File: config.mk
export PLATFORM = sky130hd
export DESIGN_NAME = int_ctrl
export DESIGN_NICKNAME = d
export VERILOG_FILES = /design/src/rtl/int_ctrl_pkg.sv /design/src/rtl/int_ctrl.sv
export SDC_FILE = /design/constraint.sdc
export NUM_CORES = 1
export LEC_CHECK = 0
export ABC_AREA = 1
export BUFFER_PORTS_ARGS = -buffer_cell sky130_fd_sc_hd__buf_2
export CAP_MARGIN = 20
export CELL_PAD_IN_SITES_DETAIL_PLACEMENT = 0
export CELL_PAD_IN_SITES_GLOBAL_PLACEMENT = 1
export CORE_ASPECT_RATIO = 0.8
export CORE_UTILIZATION = 30
export DETAILED_ROUTE_END_ITERATION = 8
export PLACE_DENSITY = 0.8
export SETUP_SLACK_MARGIN = 0.4
export SYNTH_ARGS = -nofsm -noshare
export SYNTH_HDL_FRONTEND = slang
export SYNTH_SLANG_ARGS = --single-unit
File: constraint.sdc
create_clock -name clk -period 1.4 [get_ports clk]
set_input_delay 0.14 -clock clk [delete_from_list [all_inputs] [get_ports clk]]
set_output_delay 0.14 -clock clk [all_outputs]
set_load 0.01 [all_outputs]
File: src/rtl/int_ctrl_pkg.sv
// Shared definitions for the interrupt responder and the CSR/trap logic.
// Holds the FSM state encoding, source-select encoding, default mcause codes,
// mip bit positions and a helper that builds an interrupt mcause value.
package int_ctrl_pkg;

    typedef enum logic [1:0] {
        ST_IDLE  = 2'd0,
        ST_REQ   = 2'd1,
        ST_ACK   = 2'd2,
        ST_DRAIN = 2'd3
    } state_t;

    typedef enum logic {
        SEL_TMR = 1'b0,
        SEL_EXT = 1'b1
    } sel_t;

    localparam int MTI_CODE_DEF = 7;
    localparam int MEI_CODE_DEF = 11;

    localparam int MIP_MTIP_BIT = 7;
    localparam int MIP_MEIP_BIT = 11;

    // Interrupt mcause: interrupt flag in bit 31, exception code in [3:0].
    function automatic logic [31:0] make_cause(input logic [3:0] code);
        return {1'b1, 27'b0, code};
    endfunction

    function automatic int max2(input int a, input int b);
        return (a > b) ? a : b;
    endfunction

endpackage

File: src/rtl/int_ctrl.sv
// int_ctrl: CPU-side responder for the timer and external interrupt lines.
// Qualifies the level requests with the CSR enables, picks one (external wins
// over timer), presents it to the trap logic, pulses the matching ack once the
// pipeline commits trap entry, then waits for the source to drop its line.
//
// Ports:
//   clk, reset      core clock, asynchronous active-high reset
//   timer_int       level request from timer, held until acked
//   external_int    level request from external generator, held until acked
//   global_ie       mstatus.MIE
//   mtie, meie      mie.MTIE, mie.MEIE
//   irq_take        1-cycle pulse: pipeline committed trap entry for irq_req
//   irq_req         interrupt request to trap logic
//   irq_cause       mcause value while irq_req=1, else 0
//   timer_int_ack   ack pulse to the timer
//   ext_int_ack     ack pulse to the external generator
//   mip             registered pending bits (7=timer, 11=external)
//   int_err         sticky: acked source failed to deassert in time
//   dbg_state       current FSM state
//
// Handshake: irq_req is a level "valid" that stays high with a constant
// irq_cause until either irq_take (the "ready" pulse) arrives in a cycle where
// irq_req=1, or the selected source stops being eligible, in which case the
// request is withdrawn. irq_take while irq_req=0 has no effect. A take in the
// same cycle as an enable drop is honoured.
module int_ctrl
    import int_ctrl_pkg::*;
#(
    parameter int ACK_PULSE_LEN    = 1,
    parameter int DEASSERT_TIMEOUT = 16,
    parameter int MTI_CODE         = MTI_CODE_DEF,
    parameter int MEI_CODE         = MEI_CODE_DEF
) (
    input  logic        clk,
    input  logic        reset,
    input  logic        timer_int,
    input  logic        external_int,
    input  logic        global_ie,
    input  logic        mtie,
    input  logic        meie,
    input  logic        irq_take,
    output logic        irq_req,
    output logic [31:0] irq_cause,
    output logic        timer_int_ack,
    output logic        ext_int_ack,
    output logic [31:0] mip,
    output logic        int_err,
    output state_t      dbg_state
);

    localparam int CNT_MAX = max2(ACK_PULSE_LEN, DEASSERT_TIMEOUT);
    localparam int CW      = $clog2(CNT_MAX) + 1;

    localparam logic [CW-1:0] ACK_LAST = CW'(ACK_PULSE_LEN);
    // Compared against the count of DRAIN cycles already spent with the pin high.
    localparam logic [CW-1:0] TO_LAST  = CW'(DEASSERT_TIMEOUT - 1);
    localparam logic [CW-1:0] CNT_SAT  = '1;

    localparam logic [3:0] MTI_C = 4'(MTI_CODE);
    localparam logic [3:0] MEI_C = 4'(MEI_CODE);

    state_t        state;
    sel_t          sel;
    logic [CW-1:0] cnt;

    logic          eligible_e;
    logic          eligible_t;
    logic          sel_eligible;
    logic          sel_pin;
    logic [31:0]   mip_next;
    logic [CW-1:0] cnt_inc;

    assign eligible_e   = external_int & meie & global_ie;
    assign eligible_t   = timer_int & mtie & global_ie;
    assign sel_eligible = (sel == SEL_EXT) ? eligible_e : eligible_t;
    assign sel_pin      = (sel == SEL_EXT) ? external_int : timer_int;
    // Saturating increment so a long DRAIN can never wrap back to a small count.
    assign cnt_inc      = (cnt == CNT_SAT) ? cnt : cnt + 1'b1;
    assign dbg_state    = state;

    always_comb begin
        mip_next               = '0;
        mip_next[MIP_MTIP_BIT] = timer_int;
        mip_next[MIP_MEIP_BIT] = external_int;
    end

    always_ff @(posedge clk or posedge reset) begin
        if (reset) begin
            state         <= ST_IDLE;
            sel           <= SEL_TMR;
            cnt           <= '0;
            irq_req       <= 1'b0;
            irq_cause     <= '0;
            timer_int_ack <= 1'b0;
            ext_int_ack   <= 1'b0;
            mip           <= '0;
            int_err       <= 1'b0;
        end else begin
            mip <= mip_next;
            case (state)
                ST_IDLE: begin
                    cnt <= '0;
                    if (eligible_e) begin
                        sel       <= SEL_EXT;
                        irq_req   <= 1'b1;
                        irq_cause <= make_cause(MEI_C);
                        state     <= ST_REQ;
                    end else if (eligible_t) begin
                        sel       <= SEL_TMR;
                        irq_req   <= 1'b1;
                        irq_cause <= make_cause(MTI_C);
                        state     <= ST_REQ;
                    end
                end
                ST_REQ: begin
                    // Selection is frozen here: a late external does not pre-empt.
                    if (irq_take) begin
                        irq_req   <= 1'b0;
                        irq_cause <= '0;
                        cnt       <= {{(CW-1){1'b0}}, 1'b1};
                        state     <= ST_ACK;
                        if (sel == SEL_EXT) ext_int_ack   <= 1'b1;
                        else                timer_int_ack <= 1'b1;
                    end else if (!sel_eligible) begin
                        irq_req   <= 1'b0;
                        irq_cause <= '0;
                        state     <= ST_IDLE;
                    end
                end
                ST_ACK: begin
                    // cnt counts ack cycles already presented, starting at 1.
                    if (cnt >= ACK_LAST) begin
                        timer_int_ack <= 1'b0;
                        ext_int_ack   <= 1'b0;
                        cnt           <= '0;
                        state         <= ST_DRAIN;
                    end else begin
                        cnt <= cnt_inc;
                    end
                end
                ST_DRAIN: begin
                    if (!sel_pin) begin
                        cnt   <= '0;
                        state <= ST_IDLE;
                    end else if (cnt >= TO_LAST) begin
                        int_err <= 1'b1;
                        cnt     <= '0;
                        state   <= ST_IDLE;
                    end else begin
                        cnt <= cnt_inc;
                    end
                end
                default: begin
                    state <= ST_IDLE;
                end
            endcase
        end
    end

endmodule
==> flow_summary.toml, run 1 <==
[timing]
tightestPinTransition_ps = 617.6
fin_ws_ps = 93.19
finalSetupViolations = 0
maxSlewViolCount = 0
finalCritPeriodShare_pct = 93.34
relSlewSlack_pct = 58.78
max_freq_ghz = 0.7652
hold_viol_final = 16
rsz0062_at_grt = "yes"
whs_ps = -55.86
clock_skew_ps = 4.791
period_minus_slack_ps = 1307

[placement]
place.gp.congestion = 0.7715
place_ws_ps = 73.45
io_buffers = 20
hpwl_mm = 1.689
place_inst = 250

[route]
drt-total-wl_mm = 2.322
firstDrtPassIters = 4
drtIter0Drc = 54
ant_nets = 0
route.detailed.drc = 0
vias = 947
wire_per_inst_um = 8.762
viasPerCell = 3.574

[cts]
clkSinkCount = 16
clk_pin_slew_ps = 70
insertion_delay_ps = 260
cts_inserted_buffers = 3
htree_levels = 1
clockBufferDepth = 2
cts_tree = "built"
cts-root-buf = "clkbuf_8"

[global_route]
grt_usage_pct = 10.07
grt_max_degree = 17
grt_pass1_vias = 754
grt_pass1_wl_mm = 3.512
overflow = 0
antenna_found_initial = 0

[worst_hold_path]
holdCritPathClass = "in -> async"

[job]
maxCapViolations = 0

[synthesis]
synth_top_area_share_pct = 33.30
mappedNetlistArea_sq_mm = 0.001353
synth_cell_types = 24
synthTopCellsByArea = "buf_4, dfrtp_1, nand2_1"
synthCells = 174
syn_area_per_cell_sq_um = 7.773
synth-seq-area-share_pct = 29.60
synth_warnings = 0
synth-seq-cells = 16
yosysTopAreaCell = "buf_4"

[worst_setup_path]
startpoint = "cnt[1]$_DFFE_PP0N_"
crit_path_start_kind = "flip-flop"
critPathKind = "reg -> reg"
worstPathRequired_ps = 1600
critPathArrivalTime_ps = 1500
worstPathMaxFanout = 5
rr_startpoint = "cnt[1]$_DFFE_PP0N_"
end_kind = "flip-flop"

[floorplan]
die_x_um = 77.07
initial_utilization_pct = 31.78
core.rowCount = 21
fp.dieArea_sq_mm = 0.004783
die_h_um = 62.06
pin_count = 78
core-area_sq_mm = 0.004257

[cells_and_area]
multi_input_area_sq_um = 750.7
stdcell_count = 265
layout_commonest_cell = "conb_1"
antenna_cells = 0
final.fill_count = 463
area_growth_pct = 17.85
drive_gt1_share_pct = 40.87
final_nets = 219
final_cell_mix = "conb_1, nand2_1, buf_2"
regArea_sq_um = 406.6

[run_status]
failed_checks = "hold timing"
status = "finished with violations"

[pwr]
ir_drop_uv = 631.9
p_leak_uw = 0.0008765
power_density_mw_per_mm2 = 1734
-- metal layers --
metal  track usage, %  wire (um)  share of wire [%]
met1            12.07       1026                 44
met5                0          0                  0
met2            16.20       1127                 49
met4            6.469         27                1.2
met3            3.212        140                6.0
-- report_power, final --
part / internal (uW) / leakage, uW / total, uW / switching, uW
logic: 728 / 0.000654 / 1560 / 836
clock network: 250 / 0.0000288 / 423 / 173
registers: 611 / 0.000193 / 776 / 165
total: 1590 / 0.000876 / 2760 / 1170
-- state kept, by name, indices dropped and copies added (netlist names), named ones only --
name           cells
cnt                5
irq_cause          3
dbg_state          1
mip                2
sel                1
int_err            1
timer_int_ack      1
ext_int_ack        1
-- worst paths after layout --
| path | cells past startpoint | slack (ps) | to |
|---|---|---|---|
| worst max-delay path | 9 | 90 | cnt[1]$_DFFE_PP0N_ |
| worst min-delay path | 2 | -60 | ext_int_ack$_DFFE_PP0P_ |
| worst max register to register | 9 | 90 | cnt[1]$_DFFE_PP0N_ |
| worst min register to register | 2 | 470 | irq_cause[3]$_DFFE_PP0P_ |
| max in group asynchronous | 2 | 1010 | cnt[0]$_DFFE_PP0N_ |
| min in group clk | 1 | 30 | mip[7]$_DFF_PP0_ |
-- repair_timing --
item / CTS / global route
pin swaps: 5 / 13
cloned: 0 / 0
setup buffers: 6 / 5
endpoints found under the setup margin: 15 / 20
hold endpoints to repair: 16 / 7
gates resized for setup: 16 / 23
-- cell usage after synthesis --
| library cell | count |
|---|---|
| conb_1 | 1 |
| inv_2 | 5 |
| nand3_1 | 7 |
| o21ai_0 | 6 |
| nand2_1 | 30 |
| ha_1 | 2 |
| a21oi_1 | 1 |
| o21bai_1 | 1 |
| nor2_2 | 3 |
| dfrtp_1 | 16 |
| a31oi_1 | 1 |
| inv_1 | 15 |
| nand2_2 | 3 |
| nand2_4 | 2 |
| nand3_2 | 3 |
| o21ai_1 | 2 |
| clkinv_1 | 1 |
| nand4_1 | 1 |
| a21oi_2 | 1 |
| o21bai_2 | 2 |
| nor2_1 | 8 |
| o31ai_1 | 1 |
| buf_4 | 60 |
| nor2_4 | 2 |
-- cells by family after synthesis --
kind of cell | count (synthesis) | share of synthesized area (%)
AOI/OAI and AO/OA | 15 | 7.216
adders and majority gates | 2 | 1.850
buffers and inverters | 81 | 39.13
DFF | 16 | 29.60
other | 1 | 0.2773
and+or+nand+nor | 59 | 21.92
-- area by class of cell --
type | instances | share of cell area, %
Multi-Input combinational cell | 133 | 47.10
Sequential cell | 16 | 25.51
Timing Repair Buffer | 34 | 14.36
Inverter | 21 | 5.102
Tap cell | 57 | 4.474
Clock buffer | 4 | 3.454
-- critical path, cell delays in order, from the launching register on --
cell,delay (ps)
dfrtp_2,410
inv_2,70
ha_4,160
nor2_4,110
nand3_4,90
nor2_4,130
inv_2,50
nand2_4,100
o21bai_1,70
inv_1,50
-- through the flow --
| stage | setup TNS (ps) | cell area, sq um | utilization, % | hold slack (ps) | power [uW] |
|---|---|---|---|---|---|
| 2_1_floorplan | 0 | 1573 | - | 53.74 | 1695 |
| 3_3_place_gp | 0 | 1316 | 30.92 | 245.6 | 1855 |
| 3_5_place_dp | 0 | 1316 | 30.92 | 247.1 | 1856 |
| 4_1_cts | 0 | 1473 | 34.60 | -31.98 | 2498 |
| 5_1_grt | -17.49 | 1594 | 37.45 | -2.348 | 2990 |
| 6_report | 0 | 1594 | 37.45 | -55.86 | 2763 |
No activity file was read; power rests on OpenSTA's default activity.
==> inputs of run 2 (changes only) <==
--- a/config.mk
+++ b/config.mk
@@ -10,7 +10,7 @@
 export CAP_MARGIN = 20
 export CELL_PAD_IN_SITES_DETAIL_PLACEMENT = 0
 export CELL_PAD_IN_SITES_GLOBAL_PLACEMENT = 1
-export CORE_ASPECT_RATIO = 0.8
+export CORE_ASPECT_RATIO = 0.6
 export CORE_UTILIZATION = 30
 export DETAILED_ROUTE_END_ITERATION = 8
 export PLACE_DENSITY = 0.8
==> run 2 against run 1 <==
Net effect:
- the run still ends with hold timing left
- design area is 4.2% lower
- critical path depth stayed put
- register-to-register slack hardly changed
- power is 3.7% lower
- clock skew is 2.4 ps lower
- maximum frequency is 0.84% higher
- core utilization is 1.2 points lower
- cell count is 0.38% higher
- via count is 0.74% higher
- combinational power is 6% lower
- sequential power is 1% lower
- flip-flop and latch count stayed put
- highest routed layer unchanged
==> flow_summary.toml, run 2 (synthesis gave the netlist of run 1 again) <==
[floorplan]
die_x_um = 88.69
pin_count = 78
core.rowCount = 18
core-area_sq_mm = 0.004212
initial_utilization_pct = 32.12
fp.dieArea_sq_mm = 0.004790
die_h_um = 54.01

[route]
viasPerCell = 3.586
drt-total-wl_mm = 2.505
met2_length_mm = 1.127
drtIter0Drc = 33
ant_nets = 0
route.detailed.drc = 0
dr.max_layer_used = "met4"
vias = 954
wl_met1_mm = 1.202
met3_length_um = 144
firstDrtPassIters = 3
wire_per_inst_um = 9.417

[timing]
period_minus_slack_ps = 1296
rsz0062_at_grt = "yes"
hold_viol_final = 16
clock_skew_ps = 2.386
finalCritPeriodShare_pct = 92.56
tightestPinTransition_ps = 647.5
maxSlewViolCount = 0
relSlewSlack_pct = 56.79
whs_ps = -44.63
finalSetupViolations = 0
max_freq_ghz = 0.7717
tns_ps = 0

[cells_and_area]
area_growth_pct = 12.95
finalInstanceArea_sq_mm = 0.001528
layout_commonest_cell = "conb_1"
final_cell_mix = "conb_1, nand2_1, buf_2"
top_register = "cnt"
largest_register_ffs = 5
final_nets = 217
reg_top3 = "cnt: 5 flops, irq_cause: 3 flops, mip: 2 flops"
drive_gt1_share_pct = 35.44
antenna_cells = 0

[cts]
clkSinkCount = 16
insertion_delay_ps = 260
cts-root-buf = "clkbuf_8"
cts_tree = "built"
clockBufferDepth = 2
cts_inserted_buffers = 3
htree_levels = 1
clk_pin_slew_ps = 70

[placement]
hpwl_mm = 1.881
place.gp.congestion = 0.8841
place_area_sq_mm = 0.001305
io_buffers = 20

[worst_setup_path]
critPathKind = "reg -> reg"
end_kind = "flip-flop"
crit_path_frequent_cell = "inv_2"
crit_path_max_incr_delay_ps = 420
path_cells = "inv_2, ha_2, nor2_2, nand3_2, nor2_4, inv_2, nand2_4, nand2_1, o21ai_1"
slowest_stage = "dfrtp_2"
worstPathRequired_ps = 1590
critPathArrivalTime_ps = 1480
crit_path_start_kind = "flip-flop"
worstPathMaxFanout = 5

[worst_hold_path]
holdCritPathClass = "in -> async"

[run_status]
status = "finished with violations"
failed_checks = "hold timing"

[job]
maxCapViolations = 0

[global_route]
overflow = 0
grt_pass1_vias = 783
antenna_found_initial = 0
grt_max_degree = 17
grt_usage_pct = 11.20
grt_pass1_wl_mm = 3.746

[pwr]
power_density_mw_per_mm2 = 1741
p_leak_uw = 0.0008579
ir_drop_uv = 443.8
## run 2: cell types whose count changed in the layout (fill, tap and decap cells not counted), sizes merged
cell / delta
buf: -2
## run 2: stage by stage
stage | cells | hold slack [ps] | power [uW] | worst slack [ps] | utilization (%)
floorplan | 230 | 53.74 | 1695 | 177.6 | -
global placement | 251 | 244.2 | 1841 | 29.97 | 30.99
detailed placement | 251 | 258.7 | 1849 | 24.23 | 30.99
CTS | 263 | -21.00 | 2521 | 106.0 | 34.91
global route | 266 | 5.024 | 2855 | 30.41 | 36.27
finish | 266 | -44.63 | 2660 | 104.1 | 36.27
## run 2: cell type report
type                            instances  area, sq um
Clock buffer                            4        55.05
Inverter                               21        81.33
Tap cell                               60        75.07
Sequential cell                        16        405.4
Fill cell                             480         2684
Timing Repair Buffer                   32        210.2
Multi-Input combinational cell        133        700.7
## run 2: worst paths after layout
kind,depth (start not counted),start,end,slack (ps)
worst max-delay path,9,cnt[1]$_DFFE_PP0N_,cnt[3]$_DFFE_PP0N_,100
worst min-delay path,2,reset,mip[11]$_DFF_PP0_,-40
worst max register to register,9,cnt[1]$_DFFE_PP0N_,cnt[3]$_DFFE_PP0N_,100
min in group clk,1,timer_int,mip[7]$_DFF_PP0_,20
worst min register to register,2,int_err$_DFFE_PP0P_,int_err$_DFFE_PP0P_,470
max in group asynchronous,2,reset,cnt[2]$_DFFE_PP0N_,990
## run 2: critical path, delay by kind of cell, from the launching register on
family,cells,cell delay [ps]
simple gates,5,440
flops,1,420
fa+ha+maj,1,180
buf+inv,2,100
compound gates,1,70
## run 2: routing by layer
metal | vias up | global-route usage (%)
li1 | 483 | -
met1 | 434 | 14.85
met2 | 33 | 16.28
met3 | 4 | 3.681
met4 | 0 | 5.645
met5 | - | 0
## run 2: where the power goes
group | leakage [uW] | total [uW] | internal, uW | switching [uW]
clock | 0.0000288 | 426 | 250 | 176
combinational | 0.000634 | 1470 | 657 | 811
sequential | 0.000195 | 766 | 611 | 155
total | 0.000858 | 2660 | 1520 | 1140
## run 2: timing repair
action,CTS,global route
setup endpoints to repair,15,16
endpoints found under the hold margin,16,0
pin swaps,5,6
gates resized for setup,17,9
setup buffers,8,3
==> inputs of run 3 (changes only) <==
--- a/config.mk
+++ b/config.mk
@@ -11,9 +11,9 @@
 export CELL_PAD_IN_SITES_DETAIL_PLACEMENT = 0
 export CELL_PAD_IN_SITES_GLOBAL_PLACEMENT = 1
 export CORE_ASPECT_RATIO = 0.6
-export CORE_UTILIZATION = 30
+export CORE_UTILIZATION = 27
 export DETAILED_ROUTE_END_ITERATION = 8
-export PLACE_DENSITY = 0.8
+export PLACE_DENSITY = 0.76
 export SETUP_SLACK_MARGIN = 0.4
 export SYNTH_ARGS = -nofsm -noshare
 export SYNTH_HDL_FRONTEND = slang
==> constraint.sdc (replaced) <==
create_clock -name clk -period 1.1 [get_ports clk]
set_input_delay 0.11 -clock clk [delete_from_list [all_inputs] [get_ports clk]]
set_output_delay 0.11 -clock clk [all_outputs]
set_load 0.01 [all_outputs]
==> run 3 against run 2 <==
Net effect:
- the flow finishes with violations (setup timing)
- via count rose by 5.5%
- flip-flop and latch count did not move
- power rose by 44%
- wire length rose by 3.1%
- count of clock-buffer cells in the layout did not move
- design area rose by 15%
- critical path depth fell by 1
- global-route usage fell by 0.85 points
- combinational power rose by 59%
- critical path type unchanged
- largest cell class unchanged
- largest power group unchanged
==> flow_summary.toml, run 3 (synthesis gave the netlist of run 1 again) <==
[run_status]
status = "finished with violations"
failed_checks = "setup timing"

[timing]
clock_skew_ps = 0.9560
finalSetupViolations = 13
rsz0062_at_grt = "yes"
whs_ps = 14.03
max_freq_ghz = 0.7638
maxSlewViolCount = 0
hold_viol_final = 0
fin_ws_ps = -209.3
period_minus_slack_ps = 1309
finalCritPeriodShare_pct = 119.0

[cells_and_area]
antenna_cells = 0
finalInstanceArea_sq_mm = 0.001750
final_cell_mix = "conb_1, nand2_1, buf_4"
final.fill_count = 494
reg_top3 = "cnt: 5 flops, irq_cause: 3 flops, mip: 2 flops"
stdcell_count = 290
area_growth_pct = 29.42
layout_commonest_cell = "conb_1"
drive_gt1_share_pct = 41.41
final_nets = 238
top_register = "cnt"
largest_register_ffs = 5

[floorplan]
fp.dieArea_sq_mm = 0.005306
core.rowCount = 19
core-area_sq_mm = 0.004683
pin_count = 78
initial_utilization_pct = 28.88
die_h_um = 56.83
die_x_um = 93.38

[worst_setup_path]
crit_path_start_kind = "flip-flop"
worstPathMaxFanout = 5
reg2reg_to = "cnt[3]$_DFFE_PP0N_"
critPathKind = "reg -> reg"
critPathArrivalTime_ps = 1490
end_kind = "flip-flop"
rr_startpoint = "cnt[0]$_DFFE_PP0N_"
reg2reg_depth = 8
worstPathRequired_ps = 1280
rrSetupSlack_ps = -210

[route]
drtIter0Drc = 27
viasPerCell = 3.469
ant_nets = 0
route.detailed.drc = 0
drt-total-wl_mm = 2.583
firstDrtPassIters = 4
vias = 1006
wire_per_inst_um = 8.907

[global_route]
grt_pass1_wl_mm = 4.188
overflow = 0
grt_max_degree = 17
antenna_found_initial = 0
grt_usage_pct = 10.35
grt_pass1_vias = 863

[worst_hold_path]
hold_depth = 1
holdCritPathClass = "in -> reg"
hold_end = "mip[11]$_DFF_PP0_"
min_from = "external_int"

[job]
maxCapViolations = 0

[cts]
clockBufferDepth = 2
cts_tree = "built"
clkSinkCount = 16
clk_pin_slew_ps = 60
insertion_delay_ps = 250
cts-root-buf = "clkbuf_8"
cts_inserted_buffers = 3
htree_levels = 1

[pwr]
power_density_mw_per_mm2 = 2192
p_leak_uw = 0.0009693
ir_drop_uv = 660.2
finalPower_uw = 3837

[placement]
place_ws_ps = -273.8
io_buffers = 20
hpwl_mm = 1.883
place_inst = 272
place.gp.congestion = 0.7983
place_area_sq_mm = 0.001448
[run 3: power breakdown]
group	total (uW)	internal [uW]	leakage [uW]	switching (uW)
logic	2330	1190	0.000744	1140
registers	975	778	0.000197	197
clock network	530	318	0.0000288	212
[run 3: cell type report]
class                   count  area, sq um  area share (%)
clock buffers               4        55.05           3.145
repair buffers             53        400.4           22.87
multi-input cells         133        732.0           41.82
well taps                  63        78.83           4.503
flip-flops and latches     16        404.1           23.09
inverters                  21        80.08           4.575
[run 3: per-stage QoR]
step,TNS [ps],utilization [%]
floorplan,-819.8,-
global placement,-1744,30.91
detailed placement,-1704,30.91
CTS,-1671,35.80
global route,-2758,37.38
finish,-1637,37.38
[run 3: metal layers]
metal  track usage, %  routed length [um]  up-vias  share of wire (%)
met5                0                   0        -                  0
met4            3.297                  36        0                1.4
met3            4.065                 150        5                5.8
met2            15.34                1189       26                 46
met1            13.71                1207      454                 47
li1                 -                   -      521                  -
[run 3: repair_timing]
item,in CTS,in global routing
hold buffers,2,0
buffers inserted,10,2
hold endpoints to repair,17,0
resized for setup,20,13
pin swaps,7,2
endpoints found under the setup margin,27,27
[run 3: critical path, stage by stage, from the launching register on]
cell	delay (ps)
dfrtp_2	450
ha_2	200
nor2_4	100
nand3_4	90
nor2_4	140
inv_2	50
nand2_4	90
nand2_1	50
o21ai_1	70
[run 3: worst max-delay path by stage]
stage,startpoint,to,slack (ps),depth (start not counted)
floorplan,cnt[0]$_DFFE_PP0N_,cnt[3]$_DFFE_PP0N_,-120,8
global placement,cnt[1]$_DFFE_PP0N_,cnt[2]$_DFFE_PP0N_,-270,9
detailed placement,cnt[1]$_DFFE_PP0N_,cnt[3]$_DFFE_PP0N_,-270,9
CTS,cnt[0]$_DFFE_PP0N_,cnt[3]$_DFFE_PP0N_,-200,8
global route,cnt[0]$_DFFE_PP0N_,cnt[1]$_DFFE_PP0N_,-300,8
finish,cnt[0]$_DFFE_PP0N_,cnt[3]$_DFFE_PP0N_,-210,8
